--- src/rtl/elite_spi_slave_mw_if.sv ---
// rtl/elite_spi_slave_mw_if.sv - fabric-side transmit/receive/status bundle of the SPI slave
interface elite_spi_slave_mw_if #(
   parameter int WORD_W = 8
);
   logic [WORD_W-1:0] Tx_Data;
   logic              Tx_Valid;
   logic              Tx_Ready;
   logic [WORD_W-1:0] Rx_Data;
   logic              Rx_Valid;
   logic              Tx_Underrun;
   logic              Frame_Abort;
   logic              Busy;
   logic [15:0]       Word_Cnt;

   // Fabric logic that feeds and consumes SPI words
   modport master (
      output Tx_Data, Tx_Valid,
      input  Tx_Ready, Rx_Data, Rx_Valid, Tx_Underrun, Frame_Abort, Busy, Word_Cnt
   );

   // The SPI slave itself
   modport slave (
      input  Tx_Data, Tx_Valid,
      output Tx_Ready, Rx_Data, Rx_Valid, Tx_Underrun, Frame_Abort, Busy, Word_Cnt
   );
endinterface

--- src/rtl/elite_spi_slave_mw.sv ---
// rtl/elite_spi_slave_mw.sv - parametrised SPI slave with double-buffered transmit
module elite_spi_slave_mw #(
   parameter int              WORD_W    = 8,
   parameter bit              CPOL      = 1'b0,
   parameter bit              CPHA      = 1'b0,
   parameter bit              MSB_FIRST = 1'b1,
   parameter logic [WORD_W-1:0] FILL    = '0
) (
   input  logic MClk,
   input  logic MRst_N,
   input  logic SPI_SCLK,
   input  logic SPI_CSEL,
   input  logic SPI_MOSI,
   output logic SPI_MISO,
   output logic SPI_MISO_OE,
   elite_spi_slave_mw_if.slave bus
);
   localparam int              BW       = $clog2(WORD_W);
   localparam logic [BW-1:0]   LAST_BIT = BW'(WORD_W - 1);

   logic [2:0]        sclk_sync;
   logic [2:0]        csel_sync;
   logic [1:0]        mosi_sync;
   logic [BW-1:0]     bitcnt;
   logic [WORD_W-1:0] rx_shift;
   logic [WORD_W-1:0] rx_next;
   logic [WORD_W-1:0] tx_shift;
   logic [WORD_W-1:0] hold_data;
   logic              hold_full;
   logic [15:0]       word_cnt;

   logic cs_active;
   logic sclk_lead;
   logic sclk_trail;
   logic sample_edge;
   logic shift_edge;
   logic csel_fall;
   logic csel_rise;
   logic word_done;
   logic tx_load;
   logic tx_accept;

   // Edges are qualified by the older CSEL stage so a sample edge that lands
   // together with the CSEL rise still completes its word.
   assign cs_active   = ~csel_sync[2];
   assign sclk_lead   = cs_active && (sclk_sync[2] == CPOL) && (sclk_sync[1] != CPOL);
   assign sclk_trail  = cs_active && (sclk_sync[2] != CPOL) && (sclk_sync[1] == CPOL);
   assign sample_edge = CPHA ? sclk_trail : sclk_lead;
   assign shift_edge  = CPHA ? sclk_lead  : sclk_trail;
   assign csel_fall   =  csel_sync[2] & ~csel_sync[1];
   assign csel_rise   = ~csel_sync[2] &  csel_sync[1];
   assign word_done   = sample_edge && (bitcnt == LAST_BIT);
   assign rx_next     = MSB_FIRST ? {rx_shift[WORD_W-2:0], mosi_sync[1]}
                                  : {mosi_sync[1], rx_shift[WORD_W-1:1]};
   // With CPHA=0 the first bit must be on MISO before the first SCLK edge,
   // so the frame's first word is loaded at CSEL fall instead.
   assign tx_load     = CPHA ? (shift_edge && (bitcnt == '0))
                             : (csel_fall || (shift_edge && (bitcnt == '0)));
   assign tx_accept   = bus.Tx_Valid & ~hold_full;

   assign SPI_MISO     = MSB_FIRST ? tx_shift[WORD_W-1] : tx_shift[0];
   assign SPI_MISO_OE  = cs_active;
   assign bus.Busy     = cs_active;
   assign bus.Tx_Ready = ~hold_full;
   assign bus.Word_Cnt = word_cnt;

   // Bring the asynchronous pins into MClk, resetting to the idle bus state
   always_ff @(posedge MClk or negedge MRst_N) begin
      if (!MRst_N) begin
         sclk_sync <= {3{CPOL}};
         csel_sync <= 3'b111;
         mosi_sync <= 2'b00;
      end else begin
         sclk_sync <= {sclk_sync[1:0], SPI_SCLK};
         csel_sync <= {csel_sync[1:0], SPI_CSEL};
         mosi_sync <= {mosi_sync[0], SPI_MOSI};
      end
   end

   // Receive shifter, word completion, frame word counter and abort detection
   always_ff @(posedge MClk or negedge MRst_N) begin
      if (!MRst_N) begin
         rx_shift        <= '0;
         bitcnt          <= '0;
         word_cnt        <= '0;
         bus.Rx_Data     <= '0;
         bus.Rx_Valid    <= 1'b0;
         bus.Frame_Abort <= 1'b0;
      end else begin
         bus.Rx_Valid    <= 1'b0;
         bus.Frame_Abort <= 1'b0;
         if (sample_edge) begin
            rx_shift <= rx_next;
            if (word_done) begin
               bitcnt       <= '0;
               bus.Rx_Data  <= rx_next;
               bus.Rx_Valid <= 1'b1;
               if (word_cnt != 16'hFFFF)
                  word_cnt <= word_cnt + 16'd1;
            end else begin
               bitcnt <= bitcnt + BW'(1);
            end
         end
         if (csel_rise) begin
            bitcnt          <= '0;
            word_cnt        <= '0;
            rx_shift        <= '0;
            bus.Frame_Abort <= (bitcnt != '0) && !word_done;
         end
      end
   end

   // Holding register handshake and transmit shifter; a load from an empty
   // holding register sends FILL even if a word is accepted that same cycle
   always_ff @(posedge MClk or negedge MRst_N) begin
      if (!MRst_N) begin
         hold_full       <= 1'b0;
         hold_data       <= '0;
         tx_shift        <= '0;
         bus.Tx_Underrun <= 1'b0;
      end else begin
         bus.Tx_Underrun <= 1'b0;
         if (tx_accept) begin
            hold_full <= 1'b1;
            hold_data <= bus.Tx_Data;
         end
         if (tx_load) begin
            if (hold_full) begin
               tx_shift  <= hold_data;
               hold_full <= 1'b0;
            end else begin
               tx_shift        <= FILL;
               bus.Tx_Underrun <= 1'b1;
            end
         end else if (shift_edge) begin
            tx_shift <= MSB_FIRST ? {tx_shift[WORD_W-2:0], 1'b0} : {1'b0, tx_shift[WORD_W-1:1]};
         end
      end
   end
endmodule

--- src/flat_wrapper.sv ---
// flat-port wrapper written by rule: the top's interface ports become plain ports
module elite_spi_slave_mw_flat 
#(
   parameter int              WORD_W    = 8,
   parameter bit              CPOL      = 1'b0,
   parameter bit              CPHA      = 1'b0,
   parameter bit              MSB_FIRST = 1'b1,
   parameter logic [WORD_W-1:0] FILL    = '0
)
  (MClk, MRst_N, SPI_SCLK, SPI_CSEL, SPI_MOSI, SPI_MISO, SPI_MISO_OE, bus_Tx_Data, bus_Tx_Valid, bus_Tx_Ready, bus_Rx_Data, bus_Rx_Valid, bus_Tx_Underrun, bus_Frame_Abort, bus_Busy, bus_Word_Cnt);
  elite_spi_slave_mw_if #(.WORD_W(WORD_W)) bus_i ();
  input  logic MClk;
  input  logic MRst_N;
  input  logic SPI_SCLK;
  input  logic SPI_CSEL;
  input  logic SPI_MOSI;
  output logic SPI_MISO;
  output logic SPI_MISO_OE;
  input wire logic [$bits(bus_i.Tx_Data)-1:0] bus_Tx_Data;
  input wire logic [$bits(bus_i.Tx_Valid)-1:0] bus_Tx_Valid;
  output wire logic [$bits(bus_i.Tx_Ready)-1:0] bus_Tx_Ready;
  output wire logic [$bits(bus_i.Rx_Data)-1:0] bus_Rx_Data;
  output wire logic [$bits(bus_i.Rx_Valid)-1:0] bus_Rx_Valid;
  output wire logic [$bits(bus_i.Tx_Underrun)-1:0] bus_Tx_Underrun;
  output wire logic [$bits(bus_i.Frame_Abort)-1:0] bus_Frame_Abort;
  output wire logic [$bits(bus_i.Busy)-1:0] bus_Busy;
  output wire logic [$bits(bus_i.Word_Cnt)-1:0] bus_Word_Cnt;
  assign bus_i.Tx_Data = bus_Tx_Data;
  assign bus_i.Tx_Valid = bus_Tx_Valid;
  assign bus_Tx_Ready = bus_i.Tx_Ready;
  assign bus_Rx_Data = bus_i.Rx_Data;
  assign bus_Rx_Valid = bus_i.Rx_Valid;
  assign bus_Tx_Underrun = bus_i.Tx_Underrun;
  assign bus_Frame_Abort = bus_i.Frame_Abort;
  assign bus_Busy = bus_i.Busy;
  assign bus_Word_Cnt = bus_i.Word_Cnt;
  elite_spi_slave_mw #(.WORD_W(WORD_W), .CPOL(CPOL), .CPHA(CPHA), .MSB_FIRST(MSB_FIRST), .FILL(FILL)) u_core (.MClk(MClk), .MRst_N(MRst_N), .SPI_SCLK(SPI_SCLK), .SPI_CSEL(SPI_CSEL), .SPI_MOSI(SPI_MOSI), .SPI_MISO(SPI_MISO), .SPI_MISO_OE(SPI_MISO_OE), .bus(bus_i));
endmodule
--- config.mk ---
export PLATFORM = sky130hd
export DESIGN_NAME = elite_spi_slave_mw_flat
export DESIGN_NICKNAME = d
export VERILOG_FILES = /design/src/rtl/elite_spi_slave_mw_if.sv /design/src/rtl/elite_spi_slave_mw.sv /design/src/flat_wrapper.sv
export SDC_FILE = /design/constraint.sdc
export NUM_CORES = 1
export LEC_CHECK = 0
export BUFFER_PORTS_ARGS = -buffer_cell sky130_fd_sc_hd__buf_2
export CORE_MARGIN = 1.5
export CORE_UTILIZATION = 26
export CTS_BUF_LIST = sky130_fd_sc_hd__clkbuf_2
export CTS_CLUSTER_DIAMETER = 120
export DETAILED_ROUTE_END_ITERATION = 7
export GPL_ROUTABILITY_DRIVEN = 0
export SYNTH_ARGS = -nofsm -noshare
export SYNTH_HDL_FRONTEND = slang
export SYNTH_SLANG_ARGS = --single-unit
--- constraint.sdc ---
create_clock -name MClk -period 4.4 [get_ports MClk]
set_input_delay 0.22 -clock MClk [delete_from_list [all_inputs] [get_ports MClk]]
set_output_delay 0.22 -clock MClk [all_outputs]
set_load 0.01 [all_outputs]
==> results.tsv, run 1 <==
stage	metric	value	unit
clock_network	root buf cell	clkbuf_2	
logic_synthesis	Avg Cell Area, Syn	10.5	µm²
setup_path	CP required	4820	ps
power_and_ir_drop	Pleak	1.63	nW
route	DRT antenna net count	0	
setup_path	Slowest cell on crit path	or3_4	
setup_path	worst setup path endpoint	u_core.bus.Word_Cnt[11]$_DFFE_PN0P_	
clock_network	Inserted Clock Buffers	9	
setup_path	cell chain of the critical path	ha_1, ha_1, nand4bb_4, or3_4, or4_1, a21oi_1	
timing	Period minus WS final	2390	ps
die	row cnt	37	
clock_network	CTS tree	built	
logic_synthesis	Yosys warning count	0	
die	Total Die Area	0.0114	mm²
setup_path	CP arrival	2810	ps
global_route	initial antenna violation count	0	
timing	Worst Tran Pin Value	997	ps
logic_synthesis	top_reg_cell synth	dfrtp_1	
layout	Final Util	32.6	%
logic_synthesis	synthesized instance count	266	
logic_synthesis	dominant cell type by area after synthesis	dfrtp_1	
setup_path	Levels on crit path	6	
logic_synthesis	EDFF count, synth	0	
power_and_ir_drop	VDD IR max	0.171	mV
route	DR DRC count	0	
setup_path	r2r setup slk	2010	ps
logic_synthesis	async set-reset flop share out of synthesis	100	%
timing	RSZ-0062 raised after global routing	no	
route	First DRT Iteration DRCs	76	
setup_path	crit-path leading delay family	simple AND/OR/NAND/NOR gates	
die	Die Wd	107	µm
die	initial core utilization	27.0	%
power_and_ir_drop	total chip power	0.00126	W
layout	most common cell after layout, fill and taps aside	dfrtp_1	
route	first-pass detailed-route iteration total	5	
timing	Clock Skews	33.1	ps
clock_network	Clock Path Buffers	2	
die	core outline area	0.0104	mm²
setup_path	startpoint class of the critical path	flop	
timing	Hold Fails Final Rpt	0	
job	maxcap violations	0	
setup_path	FF-to-FF Start	u_core.bitcnt[0]$_DFFE_PN0P_	
route	Vias	2125	
setup_path	Crit Path Category	flop to flop	
timing	Hold Slack	330	ps
route	per-cell routed wire length	12.4	µm
timing	Slew headroom	33.3	%
logic_synthesis	main area contributors after synthesis	dfrtp_1 53%, nand2_1 6.4%, mux2i_1 6.1%	
timing	Setup Viol. Count Final	0	
clock_network	clock slew at the register clock pins of the worst setup and hold paths	200	ps
place	DP HPWL	3.76	mm
logic_synthesis	synthesized net count	284	
die	I/O pins	45	
setup_path	Setup crit start	u_core.bitcnt[0]$_DFFE_PN0P_	
clock_network	post-CTS setup buffers	0	
global_route	vias in the first global route	2041	
setup_path	CP endpoint kind	flop	
setup_path	Crit Path Max Fanout	25	
layout	commonest non-fill, non-tap cells in the layout	59 x dfrtp_1, 48 x nand2_1, 44 x buf_2	
route	final wirelength	5.72	mm
layout	Synth-to-Final Area Change	20.7	%
worst_hold_path	Tightest Hold Check Type	input port to flop	
logic_synthesis	Unique masters post-synth	35	
timing	period utilisation layout	54.3	%
timing	highest clock rate	418	MHz
die	Die H	107	µm
power_and_ir_drop	Cell Pwr Density	373	mW/mm²
logic_synthesis	post-synthesis cell area	0.00280	mm²
layout	Antenna diodes	0	
setup_path	WP buf/inv	0	
logic_synthesis	Yosys reg bits	62	
logic_synthesis	Yosys top cell area share	52.7	%
setup_path	r2r endpoint	u_core.bus.Word_Cnt[11]$_DFFE_PN0P_	
clock_network	H-tree lvl count	3	
global_route	Total GRT Usage	10.6	%
place	PortBufs	44	
setup_path	CP peak stage delay	550	ps
timing	final slew viol count	0	
layout	Final nets	338	
global_route	gr ovfl total	0	
global_route	first-pass GRT wire length	9.55	mm
clock_network	clk sink count	62	
layout	layout cells sized above 1	23.4	%
status	status	complete, no violations	
global_route	largest net degree at the start of global routing	63	
setup_path	Crit path top cell by count	ha_1	
logic_synthesis	sequential fraction of the synthesis area	55.5	%
route	Via-to-Cell Ratio	4.61	
setup_path	R2R cell count	6	
timing	setup_tns	0	ps
clock_network	Clock Latency Late Sink	480	ps
## state kept, by name, summed over array words and instances (netlist names)
signal / cells
u_core.hold_data: 8
u_core.bitcnt: 3
u_core.rx_shift: 7
u_core.bus.Rx_Valid: 1
u_core.hold_full: 1
u_core.bus.Rx_Data: 8
u_core.tx_shift: 8
u_core.csel_sync: 3
u_core.bus.Tx_Underrun: 1
u_core.sclk_sync: 3
u_core.mosi_sync: 2
u_core.bus.Word_Cnt: 16
u_core.bus.Frame_Abort: 1
## worst min-delay path by stage
stage / startpoint / cells past startpoint / to / slack, ps
after CTS: bus_Tx_Valid / 3 / u_core.hold_full$_DFF_PN0_ / 280
final: bus_Tx_Valid / 3 / u_core.hold_full$_DFF_PN0_ / 330
after global routing: bus_Tx_Valid / 3 / u_core.hold_full$_DFF_PN0_ / 290
after detailed placement: SPI_CSEL / 1 / u_core.csel_sync[0]$_DFF_PN1_ / 330
after floorplan: MRst_N / 0 / u_core.bitcnt[0]$_DFFE_PN0P_ / -80
after global placement: SPI_CSEL / 1 / u_core.csel_sync[0]$_DFF_PN1_ / 330
## routing by layer
| layer | GRT usage (%) | wire length, µm | share of wire, % | vias to the layer above |
|---|---|---|---|---|
| met3 | 2.92 | 226 | 4.0 | 6 |
| li1 | - | - | - | 1045 |
| met2 | 17.2 | 2680 | 47 | 38 |
| met5 | 0 | 0 | 0 | - |
| met4 | 4.00 | 61 | 1.1 | 0 |
| met1 | 13.3 | 2750 | 48 | 1036 |
## tightest hold or removal path: stages
cell and delay, ps:
buf_2 90, nor2b_1 250, a21o_1 210
## metrics by stage
stage	worst slack (ps)	instances	area [µm²]
2_1_floorplan	2360	266	2800
3_3_place_gp	2090	433	3140
3_5_place_dp	2010	433	3140
4_1_cts	1980	461	3380
5_1_grt	1840	461	3380
6_report	2010	461	3380
## kinds of logic (layout without fill, tap and decap cells)
logic type / count (synthesis) / in the layout / share of synthesized area [%]
buffers and inverters: 21 / 80 / 3.31
adders and majority gates: 4 / 4 / 1.79
muxes: 25 / 25 / 9.29
AOI/OAI and AO/OA: 46 / 46 / 9.74
and+or+nand+nor: 108 / 108 / 20.4
DFF: 62 / 62 / 55.5
## Yosys cell counts, drive strengths merged, types with 6 or more instances
master,n
mux2i,17
clkbuf,11
or4,9
nand2,48
o21ai,17
and2,7
o31ai,8
nand2b,6
a21oi,14
inv,6
dfrtp,59
mux2,8
nand3,6
nor2,11
## repair_timing
action                                 4_1_cts  5_1_grt
setup endpoints to repair                    0        0
resized for setup                            0        0
endpoints found under the hold margin       70        0
hold buffers                                12        0
## report_power, final
| part | internal (W) | switching [W] |
|---|---|---|
| sequential | 0.000654 | 0.0000538 |
| clock | 0.000133 | 0.000230 |
| combinational | 0.000105 | 0.0000868 |
| total | 0.000891 | 0.000371 |
## cell type report
| type | count | area, µm² |
|---|---|---|
| fillers | 1115 | 6990 |
| flip-flops and latches | 62 | 1560 |
| multi-input cells | 183 | 1160 |
| repair buffers | 58 | 355 |
| well taps | 136 | 170 |
| clock inverters | 7 | 73.8 |
| clock buffers | 9 | 45.0 |
| inverters | 6 | 22.5 |
No activity file was read; power rests on OpenSTA's default activity.
==> run 2: changes to the inputs <==
==> constraint.sdc (replaced) <==
create_clock -name MClk -period 1.99 [get_ports MClk]
set_input_delay 0.0995 -clock MClk [delete_from_list [all_inputs] [get_ports MClk]]
set_output_delay 0.0995 -clock MClk [all_outputs]
set_load 0.01 [all_outputs]
==> results.tsv, run 2 (synthesis gave the netlist of run 1 again) <==
stage	metric	value	unit
global_route	gr ovfl total	0	
power_and_ir_drop	Reg power frac	55.9	%
route	First DRT Iteration DRCs	91	
layout	filler cell count	1069	
clock_network	H-tree lvl count	3	
layout	Antenna diodes	0	
setup_path	Crit Path Category	flop to flop	
global_route	largest net degree at the start of global routing	63	
clock_network	Clock Path Buffers	2	
die	row cnt	37	
place	Placed Instances	447	
clock_network	clock slew at the register clock pins of the worst setup and hold paths	180	ps
layout	Finished Layout Cells	480	
power_and_ir_drop	Comb power frac	16.0	%
route	Via-to-Cell Ratio	4.61	
power_and_ir_drop	clock group share of total power	28.1	%
layout	layout cells sized above 1	31.4	%
setup_path	CP endpoint kind	flop	
route	first-pass detailed-route iteration total	4	
route	Vias	2214	
timing	highest clock rate	513	MHz
timing	setup_tns	0	ps
route	DRT antenna net count	0	
layout	Final nets	357	
route	per-cell routed wire length	12.7	µm
setup_path	CP arrival	2380	ps
setup_path	r2r setup slk	40	ps
timing	Worst Tran Pin Value	496	ps
global_route	first-pass GRT wire length	10.7	mm
setup_path	Crit Path Max Fanout	6	
clock_network	root buf cell	clkbuf_2	
power_and_ir_drop	Net Switching	0.000807	W
timing	Slew headroom	66.9	%
layout	FF/Latch Area	0.00156	mm²
timing	final slew viol count	0	
power_and_ir_drop	internal power	0.00198	W
layout	commonest non-fill, non-tap cells in the layout	59 x dfrtp_1, 48 x nand2_1, 44 x buf_2	
timing	Hold Fails Final Rpt	0	
die	Total Die Area	0.0114	mm²
layout	Synth-to-Final Area Change	29.3	%
die	core outline area	0.0104	mm²
clock_network	clk sink count	62	
die	Die H	107	µm
layout	most common cell after layout, fill and taps aside	dfrtp_1	
timing	Clock Skews	28.2	ps
die	I/O pins	45	
clock_network	CTS tree	built	
setup_path	startpoint class of the critical path	flop	
global_route	vias in the first global route	2299	
clock_network	Inserted Clock Buffers	9	
worst_hold_path	Tightest Hold Check Type	input port to async pin	
route	final wirelength	6.10	mm
power_and_ir_drop	Cell Pwr Density	771	mW/mm²
timing	Setup Viol. Count Final	0	
timing	Period minus WS final	1950	ps
job	maxcap violations	0	
power_and_ir_drop	Pleak	1.73	nW
route	DR DRC count	0	
place	DP HPWL	4.08	mm
timing	RSZ-0062 raised after global routing	yes	
die	Die Wd	107	µm
timing	period utilisation layout	98.0	%
global_route	initial antenna violation count	0	
clock_network	Clock Latency Late Sink	490	ps
status	status	complete, no violations	
place	PortBufs	44	
power_and_ir_drop	Sw Share	28.9	%
setup_path	CP required	2420	ps
power_and_ir_drop	VDD IR max	0.292	mV
layout	area of the multi-input gates	0.00125	mm²
global_route	Total GRT Usage	11.9	%
layout	max reg flops	16	
die	initial core utilization	27.0	%
run 2: changes by cell type in the layout (fill, tap and decap cells not counted), moves of 2 or more:
cell	before	now
a21oi_1	14	10
clkinv_2	2	0
buf_4	2	19
o31ai_1	8	4
ha_1	4	2
or4_1	9	7
or4_4	0	2
o31ai_2	0	2
o31ai_4	0	2
a21oi_2	0	4
clkinv_1	0	2
run 2: repair_timing:
| item | 4_1_cts | 5_1_grt |
|---|---|---|
| resized for setup | 2 | 16 |
| pin swaps | 2 | 7 |
| endpoints found under the setup margin | 2 | 13 |
| buffers inserted | 4 | 1 |
| hold endpoints to repair | 73 | 0 |
| hold buffers | 12 | 0 |
| cloned | 0 | 0 |
run 2: stage by stage:
stage	utilization [%]	setup WS [ps]	cell area, µm²	hold slack, ps	power [W]
2_1_floorplan	-	18.3	2820	-196	0.00187
4_1_cts	34.1	-16.7	3540	55.3	0.00286
6_report	34.9	39.8	3620	104	0.00279
3_3_place_gp	31.6	63.5	3270	136	0.00200
3_5_place_dp	31.6	3.81	3270	143	0.00203
5_1_grt	34.9	-80.5	3620	85.8	0.00299
run 2: power by group through the flow:
stage	Sequential [W]	Clock, W	Combinational (W)
2_1_floorplan	0.00155	0	0.000319
3_3_place_gp	0.00158	0	0.000418
3_5_place_dp	0.00159	0	0.000438
4_1_cts	0.00157	0.000830	0.000459
5_1_grt	0.00159	0.000878	0.000519
6_report	0.00156	0.000783	0.000447
run 2: layout make-up:
| cell class | instances | area share, % |
|---|---|---|
| flip-flops and latches | 62 | 42.9 |
| clock buffers | 10 | 1.38 |
| multi-input cells | 183 | 34.4 |
| clock inverters | 6 | 1.73 |
| inverters | 6 | 0.622 |
| well taps | 136 | 4.70 |
| repair buffers | 77 | 14.2 |
run 2: metal layers:
metal	vias to the layer above	GRT usage [%]	share of wire, %	wire length [µm]
met4	0	5.14	1.2	74
met5	-	0	0	0
met2	50	19.0	49	3000
li1	1077	-	-	-
met3	7	3.04	4.2	254
met1	1080	15.2	45	2770
run 2: critical path, cell delays in order (launching register included):
cell and delay (ps):
dfrtp_1 400, ha_2 190, ha_4 140, nand4bb_4 110, or3_4 420, or4_4 490, a21oi_2 130
run 2: worst paths after layout:
check | cells after the start | to | startpoint
max in group asynchronous | 3 | u_core.csel_sync[2]$_DFF_PN1_ | MRst_N
worst min register to register | 0 | u_core.csel_sync[1]$_DFF_PN1_ | u_core.csel_sync[0]$_DFF_PN1_
worst max-delay path | 6 | u_core.bus.Word_Cnt[11]$_DFFE_PN0P_ | u_core.bitcnt[1]$_DFFE_PN0P_
worst max register to register | 6 | u_core.bus.Word_Cnt[11]$_DFFE_PN0P_ | u_core.bitcnt[1]$_DFFE_PN0P_
min in group MClk | 4 | u_core.hold_full$_DFF_PN0_ | bus_Tx_Valid
worst min-delay path | 3 | u_core.hold_data[0]$_DFFE_PN0P_ | MRst_N
==> run 3: changes to the inputs <==
--- a/config.mk
+++ b/config.mk
@@ -6,12 +6,15 @@
 export NUM_CORES = 1
 export LEC_CHECK = 0
 export BUFFER_PORTS_ARGS = -buffer_cell sky130_fd_sc_hd__buf_2
+export CELL_PAD_IN_SITES_DETAIL_PLACEMENT = 1
+export CELL_PAD_IN_SITES_GLOBAL_PLACEMENT = 2
 export CORE_MARGIN = 1.5
 export CORE_UTILIZATION = 26
 export CTS_BUF_LIST = sky130_fd_sc_hd__clkbuf_2
 export CTS_CLUSTER_DIAMETER = 120
 export DETAILED_ROUTE_END_ITERATION = 7
 export GPL_ROUTABILITY_DRIVEN = 0
+export PLACE_DENSITY_LB_ADDON = 0.1
 export SYNTH_ARGS = -nofsm -noshare
 export SYNTH_HDL_FRONTEND = slang
 export SYNTH_SLANG_ARGS = --single-unit
==> results.tsv, run 3 (synthesis gave the netlist of run 1 again) <==
stage	metric	value	unit
clock_network	H-tree lvl count	3	
timing	RSZ-0062 raised after global routing	yes	
die	core outline area	0.0104	mm²
timing	final slew viol count	0	
place	DP HPWL	4.80	mm
route	final wirelength	7.00	mm
route	DRT antenna net count	0	
layout	Antenna diodes	0	
setup_path	cell chain of the critical path	ha_2, ha_4, nand4bb_4, or3_4, or4_4, a21oi_2	
timing	Hold Fails Final Rpt	0	
layout	Final Util	35.1	%
die	row cnt	37	
power_and_ir_drop	Cell Pwr Density	740	mW/mm²
die	Die H	107	µm
global_route	gr ovfl total	0	
timing	Slew headroom	73.5	%
global_route	vias in the first global route	2285	
layout	most common cell after layout, fill and taps aside	dfrtp_1	
clock_network	Inserted Clock Buffers	9	
setup_path	CP peak stage delay	490	ps
route	Via-to-Cell Ratio	4.66	
setup_path	CP arrival	2400	ps
route	First DRT Iteration DRCs	44	
timing	period utilisation layout	98.6	%
route	Vias	2267	
setup_path	CP required	2430	ps
layout	Finished Layout Cells	487	
route	first-pass detailed-route iteration total	4	
setup_path	FF-to-FF Start	u_core.bitcnt[0]$_DFFE_PN0P_	
global_route	initial antenna violation count	0	
die	Total Die Area	0.0114	mm²
clock_network	CTS tree	built	
setup_path	Crit Path Category	flop to flop	
timing	Worst Tran Pin Value	398	ps
worst_hold_path	WHS Path Cells	4	
setup_path	Slowest cell on crit path	or4_4	
job	maxcap violations	0	
clock_network	Clock Path Buffers	2	
clock_network	Clock Latency Late Sink	500	ps
setup_path	Crit Path Max Fanout	6	
power_and_ir_drop	Net Switching	0.000830	W
power_and_ir_drop	internal power	0.00186	W
die	Die Wd	107	µm
setup_path	startpoint class of the critical path	flop	
power_and_ir_drop	VDD IR max	0.358	mV
setup_path	CP endpoint kind	flop	
power_and_ir_drop	Reg power frac	58.4	%
route	per-cell routed wire length	14.4	µm
clock_network	clock slew at the register clock pins of the worst setup and hold paths	190	ps
global_route	first-pass GRT wire length	11.5	mm
power_and_ir_drop	Pleak	1.73	nW
die	I/O pins	45	
setup_path	Setup crit start	u_core.bitcnt[0]$_DFFE_PN0P_	
clock_network	clk sink count	62	
layout	layout cells sized above 1	31.3	%
die	initial core utilization	27.0	%
worst_hold_path	Tightest Hold Check Type	input port to flop	
layout	commonest non-fill, non-tap cells in the layout	59 x dfrtp_1, 48 x nand2_1, 44 x buf_2	
timing	Period minus WS final	1960	ps
layout	Final nets	364	
layout	max reg flops	16	
place	post-place instance area	0.00333	mm²
layout	post-route cell area	0.00364	mm²
clock_network	root buf cell	clkbuf_2	
power_and_ir_drop	Sw Share	30.9	%
global_route	largest net degree at the start of global routing	63	
route	DR DRC count	0	
worst_hold_path	hold path startpoint	bus_Tx_Valid	
status	status	complete, no violations	
timing	Clock Skews	25.1	ps
global_route	Total GRT Usage	13.2	%
layout	Synth-to-Final Area Change	29.8	%
timing	highest clock rate	510	MHz
place	Placed Instances	453	
setup_path	R2R cell count	6	
timing	Setup Viol. Count Final	0	
place	PortBufs	44	
power_and_ir_drop	Comb power frac	17.0	%
power_and_ir_drop	clock group share of total power	24.7	%
==> run 3: cell types whose count changed in the layout (fill, tap and decap cells not counted), moves of 2 or more <==
cell        before  now
buf_12           1    3
a21oi_2          4    2
buf_4           19   24
clkinvlp_4       1    5
o31ai_4          2    0
o31ai_1          4    7
a21oi_1         10   12
==> run 3: final cells by class <==
class                   instances  area [µm²]
inverters                       6        26.3
repair buffers                 83         581
well taps                     136         170
multi-input cells             184        1210
clock buffers                   9        45.0
clock inverters                 7        51.3
fillers                      1211        6730
flip-flops and latches         62        1560
==> run 3: path summary, 6_finish.rpt <==
path	to	slack (ps)
hold reg to reg	u_core.csel_sync[1]$_DFF_PN1_	370
hold / removal	u_core.hold_full$_DFF_PN0_	110
max in group asynchronous	u_core.csel_sync[2]$_DFF_PN1_	1540
setup / recovery	u_core.bus.Word_Cnt[11]$_DFFE_PN0P_	30
setup reg to reg	u_core.bus.Word_Cnt[11]$_DFFE_PN0P_	30
min in group asynchronous	u_core.bus.Word_Cnt[4]$_DFFE_PN0P_	120
==> run 3: worst max-delay path: cells and delay by family (launching register included) <==
family          cells  cell delay (ps)
simple gates        3             1060
flops               1              400
fa+ha+maj           2              340
compound gates      1              120
==> run 3: power groups by stage <==
stage | Sequential [W] | Clock [W] | Combinational, W
global placement | 0.00159 | 0 | 0.000435
finish | 0.00157 | 0.000664 | 0.000457
floorplan | 0.00155 | 0 | 0.000319
detailed placement | 0.00160 | 0 | 0.000444
CTS | 0.00158 | 0.000721 | 0.000466
global route | 0.00161 | 0.000775 | 0.000522
==> run 3: stage by stage <==
stage / hold WS [ps] / setup slack [ps] / setup TNS (ps) / total power, W
after floorplan: -196 / 18.3 / 0 / 0.00187
after global placement: 153 / 57.1 / 0 / 0.00203
after detailed placement: 148 / 23.5 / 0 / 0.00205
after CTS: 57.2 / 16.8 / 0 / 0.00276
after global routing: 82.2 / -32.0 / -32.0 / 0.00291
final: 111 / 28.2 / 0 / 0.00269
==> run 3: per-layer routing <==
| layer | wire (µm) | vias to the layer above | share of wire (%) | track usage (%) |
|---|---|---|---|---|
| met4 | 121 | 0 | 1.7 | 5.71 |
| met2 | 3490 | 34 | 50 | 21.9 |
| li1 | - | 1104 | - | - |
| met5 | 0 | - | 0 | 0 |
| met3 | 227 | 13 | 3.2 | 3.53 |
| met1 | 3160 | 1116 | 45 | 16.1 |
==> run 3: what timing repair did <==
action                                  CTS  global route
resized for setup                         0             7
endpoints found under the setup margin    2             4
setup buffers                             1             4
gates cloned                              0             1
hold endpoints to repair                 73             0
pin swaps                                 0             4
hold buffers                             12             0
